## src/rtl/invshiftrows_stream_pkg.sv

```systemverilog
// Shared AES byte-stream constants and the column-major state index helper.
package invshiftrows_stream_pkg;

    localparam int AES_BLOCK_BYTES = 16;
    localparam int AES_BYTE_W      = 8;

    typedef logic [3:0] byte_idx_t;

    localparam byte_idx_t LAST_IDX = byte_idx_t'(AES_BLOCK_BYTES - 1);

    // Column-major state layout: byte k = row + 4*col.
    function automatic byte_idx_t col_major_idx(input logic [1:0] row, input logic [1:0] col);
        return {col, row};
    endfunction

endpackage

```

## src/rtl/invshiftrows_stream_if.sv

```systemverilog
// Byte stream in/out handshake bundle for the (Inv)ShiftRows block.
interface invshiftrows_stream_if;
    import invshiftrows_stream_pkg::*;

    logic [AES_BYTE_W-1:0] in_byte;
    logic                  in_valid;
    logic                  in_ready;
    logic [AES_BYTE_W-1:0] out_byte;
    logic                  out_valid;
    logic                  out_ready;
    logic                  out_last;

    modport master (
        output in_byte, in_valid, out_ready,
        input  in_ready, out_byte, out_valid, out_last
    );

    modport slave (
        input  in_byte, in_valid, out_ready,
        output in_ready, out_byte, out_valid, out_last
    );

endinterface

```

## src/rtl/invshiftrows_stream_srows_src_idx.sv

```systemverilog
// Maps an output byte index to the input byte index it is read from.
module srows_src_idx
    import invshiftrows_stream_pkg::*;
#(
    parameter bit INVERSE = 1'b1
) (
    input  byte_idx_t k,
    output byte_idx_t src
);

    logic [1:0] row;
    logic [1:0] col;
    logic [1:0] src_col;

    assign row = k[1:0];
    assign col = k[3:2];

    // 2-bit wrap-around arithmetic gives the mod-4 column rotation for free.
    assign src_col = INVERSE ? (col - row) : (col + row);
    assign src     = col_major_idx(row, src_col);

endmodule

```

## src/rtl/invshiftrows_stream.sv

```systemverilog
// Byte-serial AES (Inv)ShiftRows with two ping-pong 16-byte banks for 1 byte/cycle streaming.
module invshiftrows_stream
    import invshiftrows_stream_pkg::*;
#(
    parameter int DATA_W  = AES_BYTE_W,
    parameter bit INVERSE = 1'b1
) (
    input logic             clock,
    input logic             resetn,
    invshiftrows_stream_if.slave bus
);

    logic [DATA_W-1:0] bank0 [AES_BLOCK_BYTES];
    logic [DATA_W-1:0] bank1 [AES_BLOCK_BYTES];

    logic      wr_bank;
    logic      rd_bank;
    byte_idx_t wr_cnt;
    byte_idx_t rd_cnt;
    logic [1:0] full;

    logic       wr_fire;
    logic       rd_fire;
    logic [1:0] full_set;
    logic [1:0] full_clr;
    byte_idx_t  rd_src;
    logic [DATA_W-1:0] rd_data;

    assign bus.in_ready  = ~full[wr_bank];
    assign bus.out_valid = full[rd_bank];

    assign wr_fire = bus.in_valid & bus.in_ready;
    assign rd_fire = bus.out_valid & bus.out_ready;

    srows_src_idx #(.INVERSE(INVERSE)) u_src_idx (
        .k   (rd_cnt),
        .src (rd_src)
    );

    assign rd_data      = rd_bank ? bank1[rd_src] : bank0[rd_src];
    assign bus.out_byte = bus.out_valid ? rd_data : '0;
    assign bus.out_last = bus.out_valid & (rd_cnt == LAST_IDX);

    // Filling and draining always target different banks, so set and clear never collide.
    always_comb begin
        full_set = 2'b00;
        full_clr = 2'b00;
        if (wr_fire && (wr_cnt == LAST_IDX)) begin
            full_set = wr_bank ? 2'b10 : 2'b01;
        end
        if (rd_fire && (rd_cnt == LAST_IDX)) begin
            full_clr = rd_bank ? 2'b10 : 2'b01;
        end
    end

    always_ff @(posedge clock) begin
        if (!resetn) begin
            wr_bank <= 1'b0;
            rd_bank <= 1'b0;
            wr_cnt  <= '0;
            rd_cnt  <= '0;
            full    <= 2'b00;
        end else begin
            if (wr_fire) begin
                wr_cnt <= wr_cnt + 4'd1;
                if (wr_cnt == LAST_IDX) begin
                    wr_bank <= ~wr_bank;
                end
            end
            if (rd_fire) begin
                rd_cnt <= rd_cnt + 4'd1;
                if (rd_cnt == LAST_IDX) begin
                    rd_bank <= ~rd_bank;
                end
            end
            full <= (full | full_set) & ~full_clr;
        end
    end

    // Bank storage carries no reset; full flags alone decide what is visible.
    always_ff @(posedge clock) begin
        if (wr_fire) begin
            if (wr_bank) begin
                bank1[wr_cnt] <= bus.in_byte;
            end else begin
                bank0[wr_cnt] <= bus.in_byte;
            end
        end
    end

endmodule
```

## src/flat_wrapper.sv

```systemverilog
// flat-port wrapper written by rule: the top's interface ports become plain ports
module invshiftrows_stream_flat import invshiftrows_stream_pkg::*;
#(
    parameter int DATA_W  = AES_BYTE_W,
    parameter bit INVERSE = 1'b1
)
  (clock, resetn, bus_in_byte, bus_in_valid, bus_out_ready, bus_in_ready, bus_out_byte, bus_out_valid, bus_out_last);
  invshiftrows_stream_if bus_i ();
  input logic clock;
  input logic resetn;
  input wire logic [$bits(bus_i.in_byte)-1:0] bus_in_byte;
  input wire logic [$bits(bus_i.in_valid)-1:0] bus_in_valid;
  input wire logic [$bits(bus_i.out_ready)-1:0] bus_out_ready;
  output wire logic [$bits(bus_i.in_ready)-1:0] bus_in_ready;
  output wire logic [$bits(bus_i.out_byte)-1:0] bus_out_byte;
  output wire logic [$bits(bus_i.out_valid)-1:0] bus_out_valid;
  output wire logic [$bits(bus_i.out_last)-1:0] bus_out_last;
  assign bus_i.in_byte = bus_in_byte;
  assign bus_i.in_valid = bus_in_valid;
  assign bus_i.out_ready = bus_out_ready;
  assign bus_in_ready = bus_i.in_ready;
  assign bus_out_byte = bus_i.out_byte;
  assign bus_out_valid = bus_i.out_valid;
  assign bus_out_last = bus_i.out_last;
  invshiftrows_stream #(.DATA_W(DATA_W), .INVERSE(INVERSE)) u_core (.clock(clock), .resetn(resetn), .bus(bus_i));
endmodule
```

## config.mk

```make
export PLATFORM = sky130hd
export DESIGN_NAME = invshiftrows_stream_flat
export DESIGN_NICKNAME = d
export VERILOG_FILES = /design/src/rtl/invshiftrows_stream_pkg.sv /design/src/rtl/invshiftrows_stream_if.sv /design/src/rtl/invshiftrows_stream_srows_src_idx.sv /design/src/rtl/invshiftrows_stream.sv /design/src/flat_wrapper.sv
export SDC_FILE = /design/constraint.sdc
export NUM_CORES = 1
export LEC_CHECK = 0
export ABC_AREA = 0
export CAP_MARGIN = 40
export CORE_MARGIN = 8
export CORE_UTILIZATION = 55
export DETAILED_ROUTE_END_ITERATION = 6
export PLACE_DENSITY = 0.75
export RECOVER_POWER = 25
export SYNTH_ARGS = -nofsm -noshare
export SYNTH_HDL_FRONTEND = slang
export SYNTH_SLANG_ARGS = --single-unit
export TNS_END_PERCENT = 10
```

## constraint.sdc

```tcl
create_clock -name clock -period 2.05 [get_ports clock]
set_input_delay 0.41 -clock clock [delete_from_list [all_inputs] [get_ports clock]]
set_output_delay 0.41 -clock clock [all_outputs]
set_load 0.05 [all_outputs]
```

==> impl_metrics.json, run 1 <==
{
  "final.setup_skew_ps": 29.4,
  "logic_depth_of_the_worst_setup_path_including_buffers": 10,
  "synth.cells.most_frequent": "256 x sky130_fd_sc_hd__edfxtp_1, 46 x sky130_fd_sc_hd__nor2_1, 36 x sky130_fd_sc_hd__mux4_2, 28 x sky130_fd_sc_hd__nand2_1, 24 x sky130_fd_sc_hd__a21oi_1",
  "clk_transition_reported_paths_ps": 70,
  "std_cell_rows": 51,
  "grt_pass1_vias": 6670,
  "number_of_buffers_between_clock_root_and_the_deepest_sink": 3,
  "critPathBufInv": 4,
  "synth_sequential_area_ratio": 0.729,
  "worstMarginPinSlew_ps": 745,
  "nFillCells": 1190,
  "cts_num_sinks": 268,
  "max-cap-violations": 0,
  "max_freq_ghz": 0.333,
  "synth_seq_cells": 268,
  "worst_path_largest_cell_delay_ps": 350,
  "arrival_ps": 2600,
  "fin_worst_hold_slack_ps": 632,
  "timing.reg2reg.setup_slack_ps": 100,
  "design_power_total_mw": 11.7,
  "r2r-start": "u_core.rd_cnt[0]",
  "crit_family": "compound AO/OA/AOI/OAI gates",
  "antennaDiodeCount": 0,
  "postLayoutSetupSlackWorst_ps": -956,
  "synth-warning-count": 0,
  "finalSetupViolations": 10,
  "synth_top_area_cells": "sky130_fd_sc_hd__edfxtp_1 71%, sky130_fd_sc_hd__mux4_2 7.5%, sky130_fd_sc_hd__dfxtp_1 2.2%",
  "vdd_ir_drop_max_mv": 0.627,
  "worst_r2r_path_depth": 10,
  "critPathCapture": "bus_out_byte[6]",
  "timing.final.crit_share": 1.47,
  "status": "finished, violations left",
  "min_path_type": "in2reg",
  "pwr_density_cell_nw_per_um2": 852,
  "design.final.nets": 780,
  "violations": "negative setup slack",
  "antenna_found_initial": 0,
  "dr.pass1.iters": 7,
  "grt_pass1_wl_um": 40700,
  "floorplan.initialDensity": 0.560,
  "synth_enable_flop_cells": 256,
  "overflow": 0,
  "drt-total-wl_um": 27100,
  "hold_violations": 0,
  "die_area_um2": 24500,
  "fin_setup_tns_ps": -8180,
  "layout-drive-gt1-share": 0.364,
  "slew_headroom": 0.503,
  "detailedRoute.firstIterationViolations": 852,
  "critical-path-slowest-cell": "sky130_fd_sc_hd__dfxtp_2",
  "synth.distinct_cells": 55,
  "via_per_inst": 6.19,
  "pin_count": 23,
  "coreArea_um2": 19400,
  "port_buffers": 22,
  "fraction_of_registers_with_async_set_reset": 0,
  "critical_path.cell_chain": "inv_2 -> ha_4 -> buf_12 -> nor2_4 -> buf_12 -> a22o_1 -> o22ai_1 -> a211o_1 -> a21oi_4 -> buf_12",
  "report.final.slew_viol_count": 0,
  "synth_top_area_share": 0.707,
  "numCtsBuffers": 26,
  "number_of_nets_with_antenna_violations_after_routing": 0,
  "final_period_minus_worst_setup_slack_ps": 3010,
  "drt_drc_violations_left": 0,
  "clock_tree_from_tritoncts": "built",
  "timing.critical_path.mode_cell": "sky130_fd_sc_hd__buf_12",
  "synth_area_leader_cell": "sky130_fd_sc_hd__edfxtp_1",
  "die_width_um": 157,
  "critPathLaunchType": "flip-flop",
  "top_flip_flop_cell_by_instance_count_after_synthesis": "sky130_fd_sc_hd__edfxtp_1",
  "largest_net_degree_at_the_start_of_global_routing": 33,
  "largest_fanout_on_the_critical_path": 11,
  "grt.total_usage": 0.226,
  "htree_levels": 1,
  "reg2reg_to": "u_core.rd_bank",
  "cp_data_required_time_ps": 1640,
  "wire_per_inst_um": 25.8,
  "ctsRootBufferMaster": "sky130_fd_sc_hd__clkbuf_16",
  "clock_insertion_delay_worst_skew_ps": 530,
  "grt_setup_unrepaired": "true",
  "area_growth_syn_to_layout_pct": 26.2,
  "critical_path.endpoint_type": "primary output",
  "synth.avg_cell_area_um2": 17.7,
  "synth_most_common_cell": "sky130_fd_sc_hd__edfxtp_1",
  "critical_path.startpoint": "u_core.rd_cnt[2]",
  "criticalPathCategory": "reg2out",
  "mappedNetlistNets": 631,
  "synth_area_um2": 10900,
  "via_count": 6486,
  "globalplace.congestion": 0.838,
  "static-leakage-power_nw": 4.59,
  "chipHeight_um": 157,
  "dpl_wire_length_um": 17200,
  "netlist_instances": 613
}
-- sequential cells by signal, indices dropped and copies added, names as in the netlist --
name / cells
u_core.wr_bank: 1
u_core.bank0: 128
u_core.rd_cnt: 4
u_core.wr_cnt: 4
u_core.bank1: 128
u_core.rd_bank: 1
u_core.full: 2
-- layout by cell type, fill, tap and decap left out, types with 7 or more instances in the layout --
cell and count:
sky130_fd_sc_hd__nand3_1 15, sky130_fd_sc_hd__o22ai_1 7, sky130_fd_sc_hd__mux4_2 36, sky130_fd_sc_hd__edfxtp_1 256
sky130_fd_sc_hd__clkbuf_16 27, sky130_fd_sc_hd__nor2_1 46, sky130_fd_sc_hd__mux2i_1 15, sky130_fd_sc_hd__mux2_2 13
sky130_fd_sc_hd__a21oi_1 15, sky130_fd_sc_hd__and2_1 10, sky130_fd_sc_hd__buf_12 17, sky130_fd_sc_hd__buf_4 112
sky130_fd_sc_hd__bufinv_16 8, sky130_fd_sc_hd__nand2_1 28, sky130_fd_sc_hd__dfxtp_1 9
-- metrics by stage --
| stage | instances | worst slack (ps) | util | cell area, um^2 |
|---|---|---|---|---|
| 2_1_floorplan | 613 | -213 | - | 11100 |
| 3_3_place_gp | 987 | -529 | 0.643 | 12500 |
| 3_5_place_dp | 987 | -558 | 0.643 | 12500 |
| 4_1_cts | 1046 | -976 | 0.705 | 13700 |
| 5_1_grt | 1047 | -1020 | 0.707 | 13700 |
| 6_report | 1047 | -956 | 0.707 | 13700 |
-- what timing repair did --
item,in CTS,in global routing
endpoints found under the setup margin,10,11
hold buffers,0,0
setup buffers,10,1
cloned,1,0
gates resized for setup,27,8
pin swaps,14,7
-- area by class of cell --
cell class | count | area [um^2] | area share
repair buffers | 154 | 1450 | 0.106
clock buffers | 30 | 687 | 0.0501
multi-input cells | 303 | 2980 | 0.218
inverters | 9 | 33.8 | 0.00246
clock inverters | 18 | 293 | 0.0213
flip-flops and latches | 268 | 7940 | 0.579
well taps | 265 | 332 | 0.0242
-- routing by layer --
layer	wire length (um)	track usage	up-vias
met5	0	0	-
met4	916	0.0778	0
met3	2320	0.0383	69
met2	13200	0.373	397
met1	10600	0.298	3270
li1	-	-	2750
-- worst register-to-register path, delay by kind of cell (launching register included) --
family,cells,cell delay (ps)
and+or+nand+nor,4,610
xor gates and xnor gates,1,150
DFF,1,420
adders and majority gates,1,180
buffers and inverters,4,520
-- kinds of logic after synthesis --
| family | Yosys count | synth area share |
|---|---|---|
| AOI/OAI and AO/OA | 89 | 0.0578 |
| and+or+nand+nor | 123 | 0.0524 |
| DFF | 268 | 0.729 |
| buffers and inverters | 42 | 0.0245 |
| muxes | 75 | 0.120 |
| xor gates and xnor gates | 10 | 0.00944 |
| adders and majority gates | 6 | 0.00691 |
-- how the worst min path moves through the flow --
stage	start	end	cells past startpoint
3_5_place_dp	u_core.wr_cnt[3]	u_core.wr_cnt[3]	2
6_report	bus_out_ready	u_core.rd_cnt[1]	3
4_1_cts	bus_out_ready	u_core.rd_cnt[1]	3
5_1_grt	bus_out_ready	u_core.rd_cnt[1]	3
2_1_floorplan	bus_in_byte[0]	u_core.bank0[0][0]	0
3_3_place_gp	u_core.wr_cnt[3]	u_core.wr_cnt[3]	2
-- where the power goes --
group          switching [mW]  internal [mW]  total, mW
Combinational           0.175         0.0820      0.257
Clock                    1.99           3.41       5.40
Sequential             0.0118           6.02       6.04
(Power assumes the default switching activity.)
==> run 2: changes to the inputs <==
--- a/config.mk
+++ b/config.mk
@@ -7,7 +7,7 @@
 export LEC_CHECK = 0
 export ABC_AREA = 0
 export CAP_MARGIN = 40
-export CORE_MARGIN = 8
+export CORE_MARGIN = 2
 export CORE_UTILIZATION = 55
 export DETAILED_ROUTE_END_ITERATION = 6
 export PLACE_DENSITY = 0.75
==> impl_metrics.json, run 2 (same netlist as run 1, synthesis figures left out) <==
{
  "grt.met3_usage": 0.0573,
  "critical_path.cell_chain": "ha_4 -> buf_12 -> nor2_4 -> buf_4 -> a22oi_2 -> a21oi_1 -> o31ai_1 -> buf_4 -> a21oi_4 -> buf_6",
  "ctsHoldBuffers": 0,
  "cts_num_sinks": 268,
  "grt_use_met1": 0.361,
  "pin_count": 23,
  "design_power_total_mw": 10.6,
  "pwr_density_cell_nw_per_um2": 787,
  "fin_area_um2": 13500,
  "final.setup_skew_ps": 6.39,
  "clk_transition_reported_paths_ps": 60,
  "overflow": 0,
  "reg2reg_to": "u_core.rd_bank",
  "timing.final.crit_share": 1.46,
  "power.share.switching": 0.197,
  "die_width_um": 145,
  "wire_per_inst_um": 25.4,
  "area_growth_syn_to_layout_pct": 24.1,
  "net-switching-power_mw": 2.09,
  "die_area_um2": 20900,
  "numCtsBuffers": 26,
  "comb_power_share": 0.023,
  "grt_setup_unrepaired": "true",
  "design.final.nets": 771,
  "min_from": "u_core.rd_bank",
  "static-leakage-power_nw": 4.46,
  "grt_pass1_wl_um": 39700,
  "grtUsageMet2": 0.425,
  "layout_commonest_cell": "sky130_fd_sc_hd__edfxtp_1",
  "max-cap-violations": 0,
  "drt_drc_violations_left": 0,
  "final_cells": 1038,
  "floorplan.initialDensity": 0.560,
  "share_clk_of_total_power": 0.408,
  "hold_violations": 0,
  "critical_path.endpoint_type": "primary output",
  "dpl_cell_area_um2": 12400,
  "min_path_type": "reg2reg",
  "dpl_wire_length_um": 16800,
  "p_int_mw": 8.51,
  "p_seq_frac": 0.569,
  "std_cell_rows": 51,
  "port_buffers": 22,
  "antenna_found_initial": 0,
  "grt.total_usage": 0.265,
  "top_library_cells_by_usage_in_the_layout_fill_and_taps_aside": "256 x sky130_fd_sc_hd__edfxtp_1, 98 x sky130_fd_sc_hd__buf_4, 43 x sky130_fd_sc_hd__nor2_1",
  "number_of_buffers_between_clock_root_and_the_deepest_sink": 3,
  "clock_tree_from_tritoncts": "built",
  "r2r-start": "u_core.rd_cnt[0]",
  "postLayoutSetupSlackWorst_ps": -951,
  "largest_fanout_on_the_critical_path": 8,
  "arrival_ps": 2590,
  "ctsRootBufferMaster": "sky130_fd_sc_hd__clkbuf_16",
  "globalplace.congestion": 0.842,
  "critPathLaunchType": "flip-flop",
  "via_count": 6461,
  "cp_data_required_time_ps": 1640,
  "nFillCells": 1176,
  "status": "finished, violations left",
  "chipHeight_um": 145,
  "number_of_nets_with_antenna_violations_after_routing": 0,
  "clock_insertion_delay_worst_skew_ps": 520,
  "fin_worst_hold_slack_ps": 571,
  "antennaDiodeCount": 0,
  "finalSetupViolations": 9,
  "max_freq_ghz": 0.333,
  "worstHoldEndpoint": "u_core.full[0]",
  "detailedRoute.firstIterationViolations": 744,
  "report.final.slew_viol_count": 0,
  "final_period_minus_worst_setup_slack_ps": 3000,
  "vdd_ir_drop_max_mv": 0.551,
  "slew_headroom": 0.0373,
  "worstMarginPinSlew_ps": 1440,
  "fin_setup_tns_ps": -7730,
  "coreArea_um2": 19400,
  "timing.reg2reg.setup_slack_ps": 220,
  "violations": "negative setup slack",
  "biggestRegsByFlops": "u_core.bank0 x128, u_core.bank1 x128",
  "criticalPathCategory": "reg2out",
  "place_inst": 977,
  "largest_net_degree_at_the_start_of_global_routing": 33,
  "htree_levels": 1,
  "layout-drive-gt1-share": 0.354,
  "worst_r2r_path_depth": 8,
  "grt_pass1_vias": 6550,
  "worst_path_largest_cell_delay_ps": 390,
  "timing.critical_path.mode_cell": "sky130_fd_sc_hd__buf_4",
  "drt-total-wl_um": 26300,
  "grt-busiest-layer": "met2",
  "holdPathStages": 1,
  "critical-path-slowest-cell": "sky130_fd_sc_hd__dfxtp_4",
  "dr.pass1.iters": 5,
  "via_per_inst": 6.22
}
==> run 2: cell count changes in the layout (fill, tap and decap cells not counted), moves of 6 or more <==
cell | previous run | this run
sky130_fd_sc_hd__bufinv_16 | 8 | 0
sky130_fd_sc_hd__buf_4 | 112 | 98
sky130_fd_sc_hd__clkbuf_1 | 3 | 11
sky130_fd_sc_hd__clkinv_1 | 2 | 8
==> run 2: worst max path at each step <==
stage          slack (ps)               to  cells past startpoint              from
2_1_floorplan        -210  bus_out_byte[0]                      7  u_core.rd_cnt[2]
3_5_place_dp         -540  bus_out_byte[3]                      8  u_core.rd_cnt[0]
3_3_place_gp         -510  bus_out_byte[7]                      7  u_core.rd_cnt[0]
5_1_grt             -1010  bus_out_byte[1]                      8  u_core.rd_cnt[0]
4_1_cts              -940  bus_out_byte[3]                      8  u_core.rd_cnt[0]
6_report             -950  bus_out_byte[3]                     10  u_core.rd_cnt[0]
==> run 2: what timing repair did <==
action,in CTS,in global routing
gates resized for setup,41,7
setup buffers,12,0
setup endpoints to repair,10,10
pin swaps,22,12
gates cloned,2,0
hold endpoints to repair,0,0
==> run 2: critical path, delay by kind of cell (launching register included) <==
| kind | cells | cell delay, ps |
|---|---|---|
| buffers and inverters | 4 | 680 |
| AOI/OAI and AO/OA | 4 | 560 |
| adders and majority gates | 1 | 380 |
| DFF | 1 | 390 |
| and+or+nand+nor | 1 | 70 |
==> run 2: power by group through the flow <==
stage	clock network, mW	registers [mW]	logic [mW]
CTS	4.35	6.04	0.249
detailed placement	0	6.15	0.245
floorplan	0	6.15	0.0845
global route	4.59	6.04	0.261
finish	4.33	6.04	0.243
global placement	0	6.15	0.235
==> run 2: metal layers <==
layer | vias up | share of wire
met2 | 397 | 0.48
met3 | 85 | 0.099
li1 | 2735 | -
met1 | 3244 | 0.38
met4 | 0 | 0.039
met5 | - | 0
==> run 2: layout make-up <==
cell class                      count  area [um^2]  share of cell area
Tap cell                          265          332              0.0246
Multi-Input combinational cell    303         3010               0.223
Inverter                            9         33.8             0.00251
Sequential cell                   268         7940               0.589
Clock inverter                     12         53.8             0.00399
Clock buffer                       36          709              0.0526
Timing Repair Buffer              145         1410               0.105
==> run 2: per-stage QoR <==
stage / utilization / setup slack (ps)
after CTS: 0.694 / -944
final: 0.695 / -951
after global placement: 0.638 / -507
after detailed placement: 0.638 / -541
after floorplan: - / -213
after global routing: 0.695 / -1010
==> run 3: changes to the inputs <==
--- a/config.mk
+++ b/config.mk
@@ -5,7 +5,7 @@
 export SDC_FILE = /design/constraint.sdc
 export NUM_CORES = 1
 export LEC_CHECK = 0
-export ABC_AREA = 0
+export ABC_AREA = 1
 export CAP_MARGIN = 40
 export CORE_MARGIN = 2
 export CORE_UTILIZATION = 55
==> constraint.sdc (replaced) <==
create_clock -name clock -period 2.7 [get_ports clock]
set_input_delay 0.54 -clock clock [delete_from_list [all_inputs] [get_ports clock]]
set_output_delay 0.54 -clock clock [all_outputs]
set_load 0.05 [all_outputs]
==> impl_metrics.json, run 3 <==
{
  "status": "finished, violations left",
  "violations": "max-capacitance violations, max-slew violations, negative setup slack",
  "pin_count": 23,
  "synth.cells.most_frequent": "303 x sky130_fd_sc_hd__nand2_1, 256 x sky130_fd_sc_hd__edfxtp_1, 170 x sky130_fd_sc_hd__nand3_1, 116 x sky130_fd_sc_hd__nor2_1, 96 x sky130_fd_sc_hd__inv_1",
  "netlist_instances": 1090,
  "place_inst": 1379,
  "drt_drc_violations_left": 0,
  "number_of_buffers_between_clock_root_and_the_deepest_sink": 3,
  "crit_family": "simple AND/OR/NAND/NOR gates",
  "overflow": 0,
  "min_path_type": "reg2reg",
  "vdd_ir_drop_max_mv": 0.615,
  "fraction_of_registers_with_async_set_reset": 0,
  "clock_tree_from_tritoncts": "built",
  "design.final.nets": 1167,
  "design_power_total_mw": 8.15,
  "ctsHoldBuffers": 0,
  "hold_violations": 0,
  "grt.total_usage": 0.247,
  "biggestRegsByFlops": "u_core.bank0 x128, u_core.bank1 x128",
  "globalplace.congestion": 0.908,
  "worstMarginPinSlew_ps": 1820,
  "clock_insertion_delay_worst_skew_ps": 540,
  "max_freq_ghz": 0.352,
  "cp_data_required_time_ps": 2160,
  "ctsRootBufferMaster": "sky130_fd_sc_hd__clkbuf_16",
  "layout_commonest_cell": "sky130_fd_sc_hd__nand2_1",
  "synth_area_leader_cell": "sky130_fd_sc_hd__edfxtp_1",
  "drt-total-wl_um": 28000,
  "layout-drive-gt1-share": 0.122,
  "floorplan.initialDensity": 0.565,
  "synth_top_area_share": 0.666,
  "coreArea_um2": 20400,
  "static-leakage-power_nw": 5.18,
  "critical_path.endpoint_type": "primary output",
  "synth_seq_cells": 268,
  "critPathBufInv": 3,
  "critical_path.cell_chain": "ha_4 -> inv_1 -> nand2_2 -> nand2_2 -> nand2_2 -> nand2_4 -> nand2_2 -> nand2_1 -> nor2_1 -> nor2_2 -> buf_4 -> buf_12",
  "die_width_um": 149,
  "antennaDiodeCount": 0,
  "post-route-util": 0.659,
  "grt_pass1_vias": 7626,
  "chipHeight_um": 149,
  "final.setup_skew_ps": 23.7,
  "synth_sequential_area_ratio": 0.687,
  "pwr_density_cell_nw_per_um2": 605,
  "slew_headroom": -0.215,
  "port_buffers": 22,
  "antenna_found_initial": 0,
  "number_of_nets_with_antenna_violations_after_routing": 0,
  "arrival_ps": 2300,
  "m1WireLength_um": 11400,
  "synth.distinct_cells": 27,
  "critPathLaunchType": "flip-flop",
  "routed-wl-met2_um": 13500,
  "dpl_wire_length_um": 15700,
  "area_growth_syn_to_layout_pct": 16.7,
  "clk_transition_reported_paths_ps": 60,
  "largest_fanout_on_the_critical_path": 8,
  "synth_area_um2": 11500,
  "mappedNetlistNets": 1108,
  "report.final.slew_viol_count": 164,
  "pre_cts_slack_ps": 204,
  "std_cell_rows": 52,
  "top_layer_used": "met4",
  "htree_levels": 1,
  "detailedRoute.firstIterationViolations": 954,
  "synth_most_common_cell": "sky130_fd_sc_hd__nand2_1",
  "die_area_um2": 22200,
  "wire_per_inst_um": 19.5,
  "dr.pass1.iters": 6,
  "wl_met3_um": 2410,
  "grt_pass1_wl_um": 42000,
  "via_per_inst": 5.63,
  "grt_setup_unrepaired": "true",
  "numCtsBuffers": 27,
  "timing.final.crit_share": 1.05,
  "worst_path_largest_cell_delay_ps": 470,
  "final_cells": 1437,
  "top_flip_flop_cell_by_instance_count_after_synthesis": "sky130_fd_sc_hd__edfxtp_1",
  "max-cap-violations": 5,
  "synth_top_area_cells": "sky130_fd_sc_hd__edfxtp_1 67%, sky130_fd_sc_hd__nand2_1 9.9%, sky130_fd_sc_hd__nand3_1 7.4%",
  "top_library_cells_by_usage_in_the_layout_fill_and_taps_aside": "295 x sky130_fd_sc_hd__nand2_1, 256 x sky130_fd_sc_hd__edfxtp_1, 166 x sky130_fd_sc_hd__nand3_1",
  "criticalPathCategory": "reg2out",
  "dpl_cell_area_um2": 12400,
  "via_count": 8084,
  "largest_net_degree_at_the_start_of_global_routing": 67,
  "cts_num_sinks": 268,
  "timing.critical_path.mode_cell": "sky130_fd_sc_hd__nand2_2",
  "postLayoutSetupSlackWorst_ps": -142,
  "finalSetupViolations": 8,
  "synth_enable_flop_cells": 256,
  "synth.avg_cell_area_um2": 10.6,
  "fin_area_um2": 13500,
  "final_period_minus_worst_setup_slack_ps": 2840,
  "synth-warning-count": 0,
  "critical-path-slowest-cell": "sky130_fd_sc_hd__dfxtp_4"
}
==> run 3: cell families (layout without fill, tap and decap cells) <==
family | after synthesis | in the layout | share of synthesized area
AND/OR/NAND/NOR | 609 | 611 | 0.220
flip-flops | 268 | 268 | 0.687
buffers and inverters | 157 | 232 | 0.0630
AO/OA/AOI/OAI | 50 | 50 | 0.0233
adder cells (fa/ha/maj) | 6 | 6 | 0.00651
==> run 3: path summary, 6_finish.rpt <==
| path | cells after the start | endpoint | slack [ps] | from |
|---|---|---|---|---|
| hold / removal | 2 | u_core.full[1] | 510 | u_core.full[1] |
| hold reg to reg | 2 | u_core.full[1] | 510 | u_core.full[1] |
| setup reg to reg | 8 | u_core.bank0[12][6] | 540 | u_core.full[0] |
| setup / recovery | 12 | bus_out_byte[4] | -140 | u_core.rd_cnt[0] |
==> run 3: what timing repair did <==
| item | CTS | global route |
|---|---|---|
| gates resized for setup | 26 | 25 |
| endpoints found under the setup margin | 8 | 9 |
| cloned | 2 | 5 |
| setup buffers | 0 | 4 |
| pin swaps | 2 | 10 |
==> run 3: power breakdown <==
part	internal [mW]	switching, mW
logic	0.0441	0.141
clock network	1.92	1.46
registers	4.58	0.00857
==> run 3: layout make-up <==
| type | count | area, um^2 |
|---|---|---|
| Sequential cell | 268 | 7940 |
| Multi-Input combinational cell | 667 | 3030 |
| Tap cell | 270 | 338 |
| Timing Repair Buffer | 86 | 992 |
| Clock inverter | 12 | 83.8 |
| Inverter | 99 | 382 |
| Fill cell | 1499 | 6960 |
| Clock buffer | 35 | 706 |
==> run 3: routing by layer <==
| metal | vias to the layer above | GRT usage |
|---|---|---|
| li1 | 3771 | - |
| met1 | 3845 | 0.350 |
| met2 | 406 | 0.403 |
| met3 | 62 | 0.0376 |
| met4 | 0 | 0.0743 |
| met5 | - | 0 |
==> run 3: stage by stage <==
stage | TNS [ps] | hold slack [ps]
after floorplan | 0 | 472
after global placement | 0 | 493
after detailed placement | 0 | 496
after CTS | -512 | 504
after global routing | -1700 | 522
final | -857 | 505
==> run 3: tightest hold or removal path, cell delays in order, from the launching register on <==
cell and delay, ps:
sky130_fd_sc_hd__dfxtp_1 320, sky130_fd_sc_hd__nor2_1 100, sky130_fd_sc_hd__nor2_1 50
